`config.mk`:
```
export PLATFORM = sky130hd
export DESIGN_NAME = mul_iter
export DESIGN_NICKNAME = d
export VERILOG_FILES = /design/src/rtl/mul_iter.sv
export SDC_FILE = /design/constraint.sdc
export NUM_CORES = 1
export LEC_CHECK = 0
export ABC_AREA = 1
export ABC_CLOCK_PERIOD_IN_PS = 4650
export CAP_MARGIN = 40
export CORE_MARGIN = 2
export CORE_UTILIZATION = 40
export DETAILED_ROUTE_END_ITERATION = 8
export DONT_BUFFER_PORTS = 1
export PLACE_DENSITY_LB_ADDON = 0.25
export SLEW_MARGIN = 20
export SYNTH_ARGS = -nofsm -noshare
export SYNTH_HDL_FRONTEND = slang
export SYNTH_SLANG_ARGS = --single-unit
```
`constraint.sdc`:
```
create_clock -name clk -period 4.65 [get_ports clk]
set_clock_uncertainty 0.2 [all_clocks]
set_input_delay 0.93 -clock clk [delete_from_list [all_inputs] [get_ports clk]]
set_output_delay 0.93 -clock clk [all_outputs]
set_load 0.005 [all_outputs]
```
`src/rtl/mul_iter.sv`:
```
// Multi-cycle radix-4 Booth multiplier for the EXE-stage mul/mulh/mulhu path.
// One Booth partial product is accumulated per cycle. The block has valid/ready, flush and a zero-operand early-out.
module mul_iter #(
  parameter int unsigned WIDTH     = 32,
  parameter int unsigned ZERO_SKIP = 1
) (
  input  logic                 clk,
  input  logic                 reset,
  input  logic                 flush,
  input  logic                 in_valid,
  output logic                 in_ready,
  input  logic                 in_sign,
  input  logic                 in_high,
  input  logic [WIDTH-1:0]     in_x,
  input  logic [WIDTH-1:0]     in_y,
  output logic                 out_valid,
  input  logic                 out_ready,
  output logic [WIDTH-1:0]     out_result,
  output logic [2*WIDTH-1:0]   out_prod
);

  localparam int unsigned EW = WIDTH + 2;
  localparam int unsigned N  = EW / 2;
  localparam int unsigned AW = 2 * WIDTH + 2;
  localparam int unsigned CW = (N > 1) ? $clog2(N) : 1;

  typedef enum logic [1:0] {S_IDLE, S_CALC, S_DONE} state_t;

  state_t           r_state;
  state_t           w_state_nxt;
  logic [CW-1:0]    r_cnt;
  logic [AW-1:0]    r_mc;
  logic [AW-1:0]    r_acc;
  logic [EW:0]      r_y;
  logic             r_high;
  logic [WIDTH-1:0] r_result;

  logic             w_fire;
  logic             w_zero;
  logic             w_last;
  logic             w_neg;
  logic [AW-1:0]    w_pp;
  logic [AW-1:0]    w_acc_nxt;
  logic [EW-1:0]    w_xe;
  logic [EW-1:0]    w_ye;

  // State register
  always_ff @(posedge clk) begin
    if (reset) r_state <= S_IDLE;
    else       r_state <= w_state_nxt;
  end

  // Next-state logic; flush overrides every transition
  always_comb begin
    w_state_nxt = r_state;
    if (flush) begin
      w_state_nxt = S_IDLE;
    end else begin
      case (r_state)
        S_IDLE: if (w_fire) w_state_nxt = w_zero ? S_DONE : S_CALC;
        S_CALC: if (w_last) w_state_nxt = S_DONE;
        S_DONE: if (out_ready) w_state_nxt = S_IDLE;
        default: w_state_nxt = S_IDLE;
      endcase
    end
  end

  // Outputs and control decoded from the state register
  always_comb begin
    in_ready  = (r_state == S_IDLE);
    out_valid = (r_state == S_DONE);
    w_fire    = in_valid && (r_state == S_IDLE) && !flush;
    w_zero    = (ZERO_SKIP != 0) && ((in_x == '0) || (in_y == '0));
    w_last    = (r_state == S_CALC) && (r_cnt == CW'(N - 1));
  end

  assign w_xe = {{2{in_sign & in_x[WIDTH-1]}}, in_x};
  assign w_ye = {{2{in_sign & in_y[WIDTH-1]}}, in_y};

  // Booth digit select; negation is ~X with the carry-in folded into the add
  always_comb begin
    w_pp  = '0;
    w_neg = 1'b0;
    case (r_y[2:0])
      3'b001, 3'b010: w_pp = r_mc;
      3'b011:         w_pp = r_mc << 1;
      3'b100: begin
        w_pp  = ~(r_mc << 1);
        w_neg = 1'b1;
      end
      3'b101, 3'b110: begin
        w_pp  = ~r_mc;
        w_neg = 1'b1;
      end
      default: w_pp = '0;
    endcase
  end

  assign w_acc_nxt = r_acc + w_pp + AW'(w_neg);

  // Datapath: operand capture, per-step accumulate, result latch
  always_ff @(posedge clk) begin
    if (reset) begin
      r_cnt    <= '0;
      r_mc     <= '0;
      r_acc    <= '0;
      r_y      <= '0;
      r_high   <= 1'b0;
      r_result <= '0;
    end else if (flush) begin
      r_acc <= '0;
      r_cnt <= '0;
    end else if (w_fire) begin
      r_mc   <= {{(AW-EW){w_xe[EW-1]}}, w_xe};
      r_y    <= {w_ye, 1'b0};
      r_high <= in_high;
      r_acc  <= '0;
      r_cnt  <= '0;
      if (w_zero) r_result <= '0;
    end else if (r_state == S_CALC) begin
      r_acc <= w_acc_nxt;
      r_mc  <= r_mc << 2;
      r_y   <= {{2{r_y[EW]}}, r_y[EW:2]};
      r_cnt <= r_cnt + CW'(1);
      if (w_last)
        r_result <= r_high ? w_acc_nxt[2*WIDTH-1:WIDTH] : w_acc_nxt[WIDTH-1:0];
    end
  end

  assign out_prod   = r_acc[2*WIDTH-1:0];
  assign out_result = r_result;

endmodule

```
## After elaboration in Yosys (flattened, before gate mapping)

Index checks and enable logic that the tools add are counted.

- Add/subtract/negate cells: 3
- Eq/ne operators: 13
- Muxes and demuxes: 16
- Bitwise logic cells: 5
- Reductions and logical operators: 19

Operator list:

| cell | count |
|---|---|
| $pmux 66 s4 | 1 |
| $mux 32 | 5 |
| $mux 66 | 2 |
| $not 66->66 | 2 |
| $add 66x1->66 | 1 |
| $add 66x66->66 | 1 |
| $logic_not 32->1 | 2 |
| $mux 35 | 1 |
| $mux 34 | 1 |
| $eq 3x3->1 const B | 3 |
| $mux 2 | 4 |
| $eq 3x2->1 const B | 2 |
| $ne 2x1->1 const B | 3 |
| $pmux 2 s3 | 1 |
| $reduce_or 2->1 | 3 |
| $reduce_or 3->1 | 2 |
| $add 5x1->5 const B | 1 |
| $eq 5x5->1 const B | 1 |
| $reduce_and 2->1 | 2 |
| $reduce_and 4->1 | 1 |
| $reduce_bool 2->1 | 2 |
| $eq 3x1->1 const B | 1 |
| $logic_and 1x1->1 | 3 |
| $reduce_and 3->1 | 1 |
| other kinds (9) | 10 |

- Register bits after elaboration: 207
- Input bits: 71
- Output and inout port bits: 98

## Depth between registers and ports, before layout

Gate-level depths: netlist of the first run.

- Depth in word-level cells: 9
- Depth in mapped cells: 26
- Mapped depth without buffers: 25

## Least setup slack after synthesis of the first run

No wires, ideal clock.

- Path kind: register to register
- From: register r_y[1]
- To: register r_acc[46]
- Library setup time: 116 ps
- Arrival time: 2971 ps
- Slack: 1362 ps
- Cell stages (with the launch flop): 22
- Buffers on the path: 1
- Clock period less this slack: 3288 ps
- Cells stage by stage: dfxtp_1 nand2_1 nand3_2 inv_2 clkbuf_1 a21oi_1 fa_1 fa_1 inv_1 nand3_1 nand2_2 nand2_1 nand2_2 nand2_1 nand2_1 nand2_1 nand2_1 nand2_1 nand3_1 nand3_1 o211ai_1 inv_1

- Longest elaborated chain between the ends: 5
- Elaborated cells between the ends (all ways): 13

RTL lines:

| element | RTL line | RTL |
|---|---|---|
| start, declared | 34 | `logic [EW:0] r_y;` |
| start signal, assigned | 115 | `r_y <= {w_ye, 1'b0};` |
| start signal, assigned | 123 | `r_y <= {{2{r_y[EW]}}, r_y[EW:2]};` |
| $eq 3x3->1, or another cell as far along | 84 | `case (r_y[2:0])` |
| $reduce_or 2->1 (on tied branches) | -- |  |
| $pmux 66 s4 | 84 |  |
| $add 66x66->66 | 99 | `assign w_acc_nxt = r_acc + w_pp + AW'(w_neg);` |
| $add 66x1->66 * | 99 |  |
| end signal, assigned | 121 | `r_acc <= w_acc_nxt;` |
| end, declared | 33 | `logic [AW-1:0] r_acc;` |

Mark *: on every way between the ends. The rest lies on a longest branch, timed or not.
A chain may end at the register's enable or synchronous reset.

## Worst setup path after layout of the first run

- From: register r_y[1]
- To: register r_result[14], in the netlist out_result[14]

- Longest elaborated chain between the ends: 9
- Elaborated cells between the ends (all ways): 17

RTL lines:

| element | RTL line | RTL |
|---|---|---|
| $eq 3x3->1, or another cell as far along | 84 |  |
| $reduce_or 2->1 (on tied branches) | -- |  |
| $pmux 66 s4 | 84 |  |
| $add 66x66->66 | 99 |  |
| $add 66x1->66 * | 99 |  |
| $mux 32 * | 126 | `r_result <= r_high ? w_acc_nxt[2*WIDTH-1:WIDTH] : w_acc_nxt[WIDTH-1:0];` |
| $mux 32 * | 125 | `if (w_last)` |
| $mux 32 * | 120 | `end else if (r_state == S_CALC) begin` |
| $mux 32 * | 113 | `end else if (w_fire) begin` |
| end signal, assigned | 126 |  |
| end, declared | 36 | `logic [WIDTH-1:0] r_result;` |

Mark *: on every way between the ends. The rest lies on a longest branch, timed or not. The select of a mux whose other input is x is not followed.

==> results of run 1 <==
-- report_power, final --
part / switching, mW / total, mW / internal (mW)
Combinational: 0.364 / 0.537 / 0.173
Clock: 0.847 / 1.98 / 1.13
Sequential: 0.0734 / 1.87 / 1.80
Total: 1.28 / 4.38 / 3.10
-- cells in the mapped netlist (2+ instances only) --
cell | count | area [um2]
nand2_1 | 762 | 2860
inv_1 | 470 | 1760
nor2_1 | 255 | 957
dfxtp_1 | 203 | 4060
nand3_1 | 161 | 806
o21ai_0 | 146 | 731
a21oi_1 | 110 | 551
a221oi_1 | 100 | 876
clkbuf_1 | 65 | 244
ha_1 | 64 | 801
o211ai_1 | 54 | 405
nand2_2 | 38 | 238
nor2_2 | 26 | 163
buf_2 | 25 | 125
inv_2 | 19 | 71.3
a31oi_1 | 16 | 100
nor4_1 | 16 | 100
nor3_1 | 12 | 60.1
xor2_1 | 11 | 96.3
a21oi_2 | 10 | 87.6
buf_1 | 10 | 37.5
nand4_1 | 10 | 62.6
nand3_2 | 9 | 90.1
nor3_2 | 7 | 70.1
o22ai_1 | 7 | 43.8
a221o_1 | 6 | 60.1
nor2_4 | 6 | 67.6
xnor2_1 | 4 | 35.0
and2_1 | 3 | 18.8
o21bai_1 | 3 | 22.5
clkinv_1 | 2 | 7.51
fa_1 | 2 | 40.0
nand3b_4 | 2 | 40.0
o21ai_1 | 2 | 10.0
or2_2 | 2 | 12.5
-- final timing paths --
check,cells after the start,endpoint
setup reg to reg,23,out_result[14]$_SDFFE_PP0P_
hold reg to reg,2,out_result[4]$_SDFFE_PP0P_
setup / recovery,23,out_result[14]$_SDFFE_PP0P_
hold / removal,1,r_y[16]$_SDFFE_PP0P_
-- registers in the layout, summed over array words and instances, names as in the netlist --
register    flops
out_result     32
r_high          1
r_acc          64
r_mc           64
r_state         2
r_y            35
r_cnt           5
-- cell families (layout without fill, tap and decap cells) --
logic type / count (synthesis) / in the layout / share of synthesized area
buffers and inverters: 595 / 563 / 0.144
adder cells (fa/ha/maj): 66 / 66 / 0.0530
XOR/XNOR: 15 / 15 / 0.00829
AND/OR/NAND/NOR: 1317 / 1317 / 0.355
AO/OA/AOI/OAI: 455 / 455 / 0.183
flip-flops: 203 / 203 / 0.256
-- routing by layer --
layer	track usage	vias up	part of all wire
li1	-	8421	-
met1	0.417	7993	0.44
met2	0.491	686	0.44
met3	0.0554	98	0.086
met4	0.104	0	0.036
met5	0	-	0
-- critical path, delay by kind of cell (launching register included) --
family / cells / cell delay [ns]
AND/OR/NAND/NOR: 15 / 1.99
adder cells (fa/ha/maj): 2 / 0.84
flip-flops: 1 / 0.32
AO/OA/AOI/OAI: 3 / 0.31
buffers and inverters: 3 / 0.40
-- layout make-up --
class | instances | area share
clock buffers | 34 | 0.0413
clock inverters | 12 | 0.00604
inverters | 491 | 0.107
multi-input cells | 1853 | 0.554
flip-flops and latches | 203 | 0.237
well taps | 518 | 0.0377
repair buffers | 26 | 0.0175
==> results.toml, run 1 <==
[placed_design]
pre_cts_ws_ns = 0.554
dp.cells = 3091
gp_congestion = 0.989
io_buffers = 0
postPlaceCellArea_um2 = 16400
hpwl_um = 50600

[yosys]
synth_area_um2 = 15900
syn_inst = 2651
yosysUniqueCellTypes = 48
ys_ff_latch = 203
synth_ff_type = "dfxtp_1"
synth_edf_count = 0
avgSynthCellArea_um2 = 5.98
synth-async-reset-ratio = 0
ys_warn_count = 0
ys_seq_area_frac = 0.256
syn-num-nets = 2788

[worst_setup_path]
cpMostUsedCell = "nand2_1"
path_cells = "nand2_1 -> nand2_1 -> nor2_4 -> inv_1 -> buf_12 -> o21ai_0 -> a21oi_1 -> fa_1 -> fa_1 -> inv_1 -> nand3_1 -> nand2_2 -> nand2_1 -> nand2_2 -> nand2_1 -> nand2_1 -> nand2_1 -> nand2_1 -> nand2_1 -> nand3_1 -> nand3_1 -> nand2_1 -> a21oi_2"
cpPeakStageDelay_ns = 0.42
crit_arrival_ns = 4.41
worstSetupPathType = "register to register"
r2r_slack_ns = 0.48
slowest_stage = "fa_1"
required_ns = 4.90
startpoint = "r_y[1]$_SDFFE_PP0P_"
worstPathMaxFanout = 56
start_kind = "register"
timing.rr.start = "r_y[1]$_SDFFE_PP0P_"
endpoint_kind = "register"

[timing]
fin_crit_ns = 4.17
fmax_mhz = 240
setup_viol = 0
fin_crit_sh = 0.896
fin_ws_ns = 0.482
slew_violations = 0
rsz0062_at_grt = "no"
tns_ns = 0
report.final.hold_viol_count = 0
worst_pin_slew_ns = 0.772
relSlewSlack = 0.486
holdWs_ns = 0.245

[finish]
final_cell_mix = "762 x nand2_1, 470 x inv_1, 254 x nor2_1, 203 x dfxtp_1, 161 x nand3_1"
postLayoutCellArea_um2 = 17200
fin_cells = 3137
regArea_um2 = 4060
fill_cells = 4234
drive_gt1_frac = 0.0733
syn2layout_area_growth_pct = 8.39
final_common_cell = "nand2_1"
multi_input_area_um2 = 9510
fin_nets = 2737
insertedDiodeCount = 0
final_util = 0.441

[grt]
grt_use_total = 0.307
grt_overflow = 0
grt_pass1_vias = 16100
antenna_found_initial = 0
grt_pass1_wl_um = 96900
grt_max_degree = 99

[drt]
antenna_left = 0
vias = 17200
drtIter0Drc = 1769
viasPerCell = 5.48
drc_errors = 0
firstDrtPassIters = 5
routedWlPerCell_um = 20.4
wl_um = 64100

[power]
power_mw = 4.38
leakagePower_nw = 8.62
vdd.ir_drop.worst_uv = 247
power_density_nw_per_um2 = 255

[status]
status = "finished clean"

[die]
die_w_um = 203
chipHeight_um = 203
die_area_um2 = 41200
pin_count = 169
core.rowCount = 72
initial_core_util = 0.407
fp.coreArea_um2 = 38900

[clock_tree]
cts.root.buffer_cell = "clkbuf_16"
clk_latency_ns = 0.57
cts_sinks = 203
clk_pin_slew_ns = 0.06
clk_path_buf_depth = 3
cts_tree = "done"
postCtsHoldBufs = 0
cts_resized = 0
cts_setup_buffers = 0
htreeDepth = 1
cts-buffers-inserted = 25

[worst_hold_path]
hold_path.class = "primary input to register"
hp-start = "reset"

[flow_run]
maxCapViolations = 0
No activity file was read; power rests on OpenSTA's default activity.
==> run 2: changes to the inputs <==
PLACE_DENSITY_LB_ADDON = default   (was 0.25)
==> results.toml, run 2 (same netlist as run 1, synthesis figures left out) <==
[clock_tree]
clk_latency_ns = 0.56
htreeDepth = 1
clk_path_buf_depth = 3
cts_resized = 0
cts.root.buffer_cell = "clkbuf_16"
clk_pin_slew_ns = 0.06
cts_sinks = 203
cts_setup_buffers = 0
cts_tree = "done"
postCtsHoldBufs = 0
cts-buffers-inserted = 25

[timing]
rsz0062_at_grt = "no"
fin_crit_sh = 0.922
relSlewSlack = 0.513
tns_ns = 0
worst_pin_slew_ns = 0.722
slew_violations = 0
setup_viol = 0
fin_crit_ns = 4.29
report.final.hold_viol_count = 0
fmax_mhz = 233

[finish]
final_util = 0.443
final_common_cell = "nand2_1"
insertedDiodeCount = 0
drive_gt1_frac = 0.0730
multi_input_area_um2 = 9510
top_regs = "r_acc x64, r_mc x64, r_y x35"
fin_nets = 2738
syn2layout_area_growth_pct = 8.79
fill_cells = 4169
regArea_um2 = 4060
final_cell_mix = "762 x nand2_1, 470 x inv_1, 254 x nor2_1, 203 x dfxtp_1, 161 x nand3_1"

[worst_setup_path]
endpoint_kind = "register"
cpMostUsedCell = "nand2_1"
worstSetupPathType = "register to register"
slowest_stage = "ha_1"
cpLargestDelayFamily = "simple AND/OR/NAND/NOR gates"
crit_arrival_ns = 4.52
start_kind = "register"
cpPeakStageDelay_ns = 0.49
required_ns = 4.88
worstPathMaxFanout = 35
path_cells = "inv_2 -> nand3_2 -> inv_2 -> buf_4 -> a221oi_1 -> o21ai_0 -> ha_1 -> nand2_1 -> nor2_1 -> nand2_1 -> nor2_1 -> and2_1 -> nand2_1 -> nand3_1 -> nand3_1 -> o211ai_1 -> inv_1"
cp_num_buf_inv = 4

[placed_design]
hpwl_um = 48900
io_buffers = 0
gp_congestion = 0.982

[die]
core.rowCount = 72
die_area_um2 = 41200
pin_count = 169
chipHeight_um = 203
initial_core_util = 0.407
die_w_um = 203
fp.coreArea_um2 = 38900

[grt]
grt_pass1_wl_um = 92700
grt_pass1_vias = 15800
grt_use_total = 0.293
antenna_found_initial = 1
grt_max_degree = 99
grt_overflow = 0

[worst_hold_path]
hold_path.class = "primary input to register"

[power]
vdd.ir_drop.worst_uv = 269
power_density_nw_per_um2 = 261
leakagePower_nw = 8.64

[flow_run]
maxCapViolations = 0

[drt]
wl_um = 61200
viasPerCell = 5.42
drtIter0Drc = 1383
vias = 17000
firstDrtPassIters = 7
antenna_left = 0
routedWlPerCell_um = 19.5
drc_errors = 0

[status]
status = "finished clean"
-- run 2: changes by cell type in the layout (fill, tap and decap cells not counted), sizes merged --
cell	change
buf	+1
bufinv	+3
clkinv	-6
clkinvlp	+1
-- run 2: routing by layer --
layer,part of all wire,up-vias,GRT usage
met1,0.44,7845,0.391
met2,0.43,630,0.461
li1,-,8418,-
met4,0.040,2,0.110
met5,0.00021,-,0
met3,0.089,105,0.0640
-- run 2: through the flow --
step	hold WS (ns)	std cells	instance area [um2]	setup slack (ns)	total power [mW]
4_1_cts	0.219	3136	17200	0.467	4.52
3_3_place_gp	0.267	3086	16200	0.492	2.41
5_1_grt	0.208	3136	17200	0.190	4.67
2_1_floorplan	0.254	2651	15900	1.36	2.26
6_report	0.239	3136	17200	0.363	4.50
3_5_place_dp	0.272	3092	16400	0.509	2.43
-- run 2: layout make-up --
cell class              count  area share
multi-input cells        1853       0.552
flip-flops and latches    203       0.236
inverters                 491       0.107
clock buffers              34      0.0411
well taps                 518      0.0376
repair buffers             27      0.0178
clock inverters            10     0.00929
-- run 2: final timing paths --
kind                                    start                     endpoint  slack (ns)  depth (start not counted)
setup / recovery          r_y[2]$_SDFFE_PP0P_       r_acc[56]$_SDFFE_PP0P_        0.36                         17
hold / removal                          reset         r_y[18]$_SDFFE_PP0P_        0.24                          1
setup reg to reg          r_y[2]$_SDFFE_PP0P_       r_acc[56]$_SDFFE_PP0P_        0.36                         17
hold reg to reg   out_result[18]$_SDFFE_PP0P_  out_result[18]$_SDFFE_PP0P_        0.28                          2
-- run 2: report_power, final --
group	internal [mW]	switching, mW
sequential	1.80	0.0703
clock	1.29	0.808
combinational	0.175	0.360
total	3.26	1.24
==> run 3: changes to the inputs <==
CTS_CLUSTER_DIAMETER = 50   (was default)
==> results.toml, run 3 (same netlist as run 1, synthesis figures left out) <==
[clock_tree]
clk_path_buf_depth = 3
clk_latency_ns = 0.58
cts_resized = 0
clk_pin_slew_ns = 0.06
cts-buffers-inserted = 31
cts_tree = "done"
cts_sinks = 203
htreeDepth = 1
cts.root.buffer_cell = "clkbuf_16"
cts_setup_buffers = 0
postCtsHoldBufs = 0

[timing]
relSlewSlack = 0.511
fin_crit_ns = 4.32
worst_pin_slew_ns = 0.726
rsz0062_at_grt = "no"
fmax_mhz = 231
slew_violations = 0
holdWs_ns = 0.214
setup_viol = 0
report.final.hold_viol_count = 0
fin_crit_sh = 0.929
tns_ns = 0

[power]
sw_frac_of_total = 0.293
seqPwrFrac = 0.399
vdd.ir_drop.worst_uv = 344
internal_power_mw = 3.31
power_density_nw_per_um2 = 269
power_mw = 4.68
pwr-share-clk = 0.486
switchingPower_mw = 1.37
leakagePower_nw = 8.70
power_frac_comb = 0.114

[die]
initial_core_util = 0.407
fp.coreArea_um2 = 38900
core.rowCount = 72
die_area_um2 = 41200
pin_count = 169
chipHeight_um = 203
die_w_um = 203

[drt]
routedWlPerCell_um = 19.5
firstDrtPassIters = 6
viasPerCell = 5.43
vias = 17100
wl_um = 61300
drtIter0Drc = 1379
drc_errors = 0
antenna_left = 0

[finish]
final_common_cell = "nand2_1"
syn2layout_area_growth_pct = 9.55
top_regs = "r_acc x64, r_mc x64, r_y x35"
regArea_um2 = 4060
postLayoutCellArea_um2 = 17400
final_cell_mix = "762 x nand2_1, 470 x inv_1, 254 x nor2_1, 203 x dfxtp_1, 161 x nand3_1"
fill_cells = 4161
multi_input_area_um2 = 9510
insertedDiodeCount = 0
fin_nets = 2744
drive_gt1_frac = 0.0761

[grt]
grt_max_degree = 99
grt_pass1_vias = 15900
grt_use_total = 0.293
grt_pass1_wl_um = 92900
antenna_found_initial = 1
grt_overflow = 0

[worst_setup_path]
cpLargestDelayFamily = "simple AND/OR/NAND/NOR gates"
slowest_stage = "ha_1"
cp_num_buf_inv = 4
crit_arrival_ns = 4.59
worstPathMaxFanout = 35
cpMostUsedCell = "nand2_1"
worstSetupPathType = "register to register"
cpPeakStageDelay_ns = 0.51
required_ns = 4.92
endpoint_kind = "register"
path_cells = "inv_2 -> nand3_2 -> inv_2 -> buf_4 -> a221oi_1 -> o21ai_0 -> ha_1 -> nand2_1 -> nor2_1 -> nand2_1 -> nor2_1 -> and2_1 -> nand2_1 -> nand3_1 -> nand3_1 -> o211ai_1 -> inv_1"
start_kind = "register"

[worst_hold_path]
hold_path.class = "primary input to register"

[placed_design]
io_buffers = 0
gp_congestion = 0.982
postPlaceCellArea_um2 = 16400
hpwl_um = 48900

[status]
status = "finished clean"

[flow_run]
maxCapViolations = 0
-- run 3: cell count changes in the layout (fill, tap and decap cells not counted), sizes merged --
cell,delta
clkbuf,+5
bufinv,-3
clkinv,+1
inv,+8
-- run 3: final cells by class --
type | count | share of cell area
clock inverter | 16 | 0.00944
timing repair buffer | 27 | 0.0177
multi-input combinational | 1853 | 0.548
clock buffer | 39 | 0.0476
tap | 518 | 0.0373
sequential | 203 | 0.234
inverter | 491 | 0.106
-- run 3: power by group through the flow --
| stage | clock (mW) | combinational [mW] | sequential [mW] |
|---|---|---|---|
| after floorplan | 0 | 0.381 | 1.88 |
| after global placement | 0 | 0.510 | 1.90 |
| after detailed placement | 0 | 0.526 | 1.90 |
| after CTS | 2.31 | 0.528 | 1.86 |
| after global routing | 2.39 | 0.590 | 1.87 |
| final | 2.27 | 0.535 | 1.87 |
-- run 3: path summary, 6_finish.rpt --
path | slack [ns] | startpoint | depth (start not counted) | to
worst max-delay path | 0.33 | r_y[2]$_SDFFE_PP0P_ | 17 | r_acc[56]$_SDFFE_PP0P_
worst min-delay path | 0.21 | reset | 1 | r_y[16]$_SDFFE_PP0P_
worst max register to register | 0.33 | r_y[2]$_SDFFE_PP0P_ | 17 | r_acc[56]$_SDFFE_PP0P_
worst min register to register | 0.28 | out_result[18]$_SDFFE_PP0P_ | 2 | out_result[18]$_SDFFE_PP0P_
-- run 3: stage by stage --
stage / setup WS (ns) / util / instances
6_report: 0.330 / 0.446 / 3147
5_1_grt: 0.227 / 0.446 / 3147
4_1_cts: 0.486 / 0.446 / 3147
3_5_place_dp: 0.509 / 0.421 / 3092
3_3_place_gp: 0.492 / 0.418 / 3086
2_1_floorplan: 1.36 / - / 2651
-- run 3: per-layer routing --
layer	part of all wire	GRT usage	up-vias	wire length, um
li1	-	-	8438	-
met1	0.44	0.390	7893	27100
met2	0.43	0.460	633	26500
met3	0.083	0.0629	115	5110
met4	0.042	0.119	2	2560
met5	0.00021	0	-	13
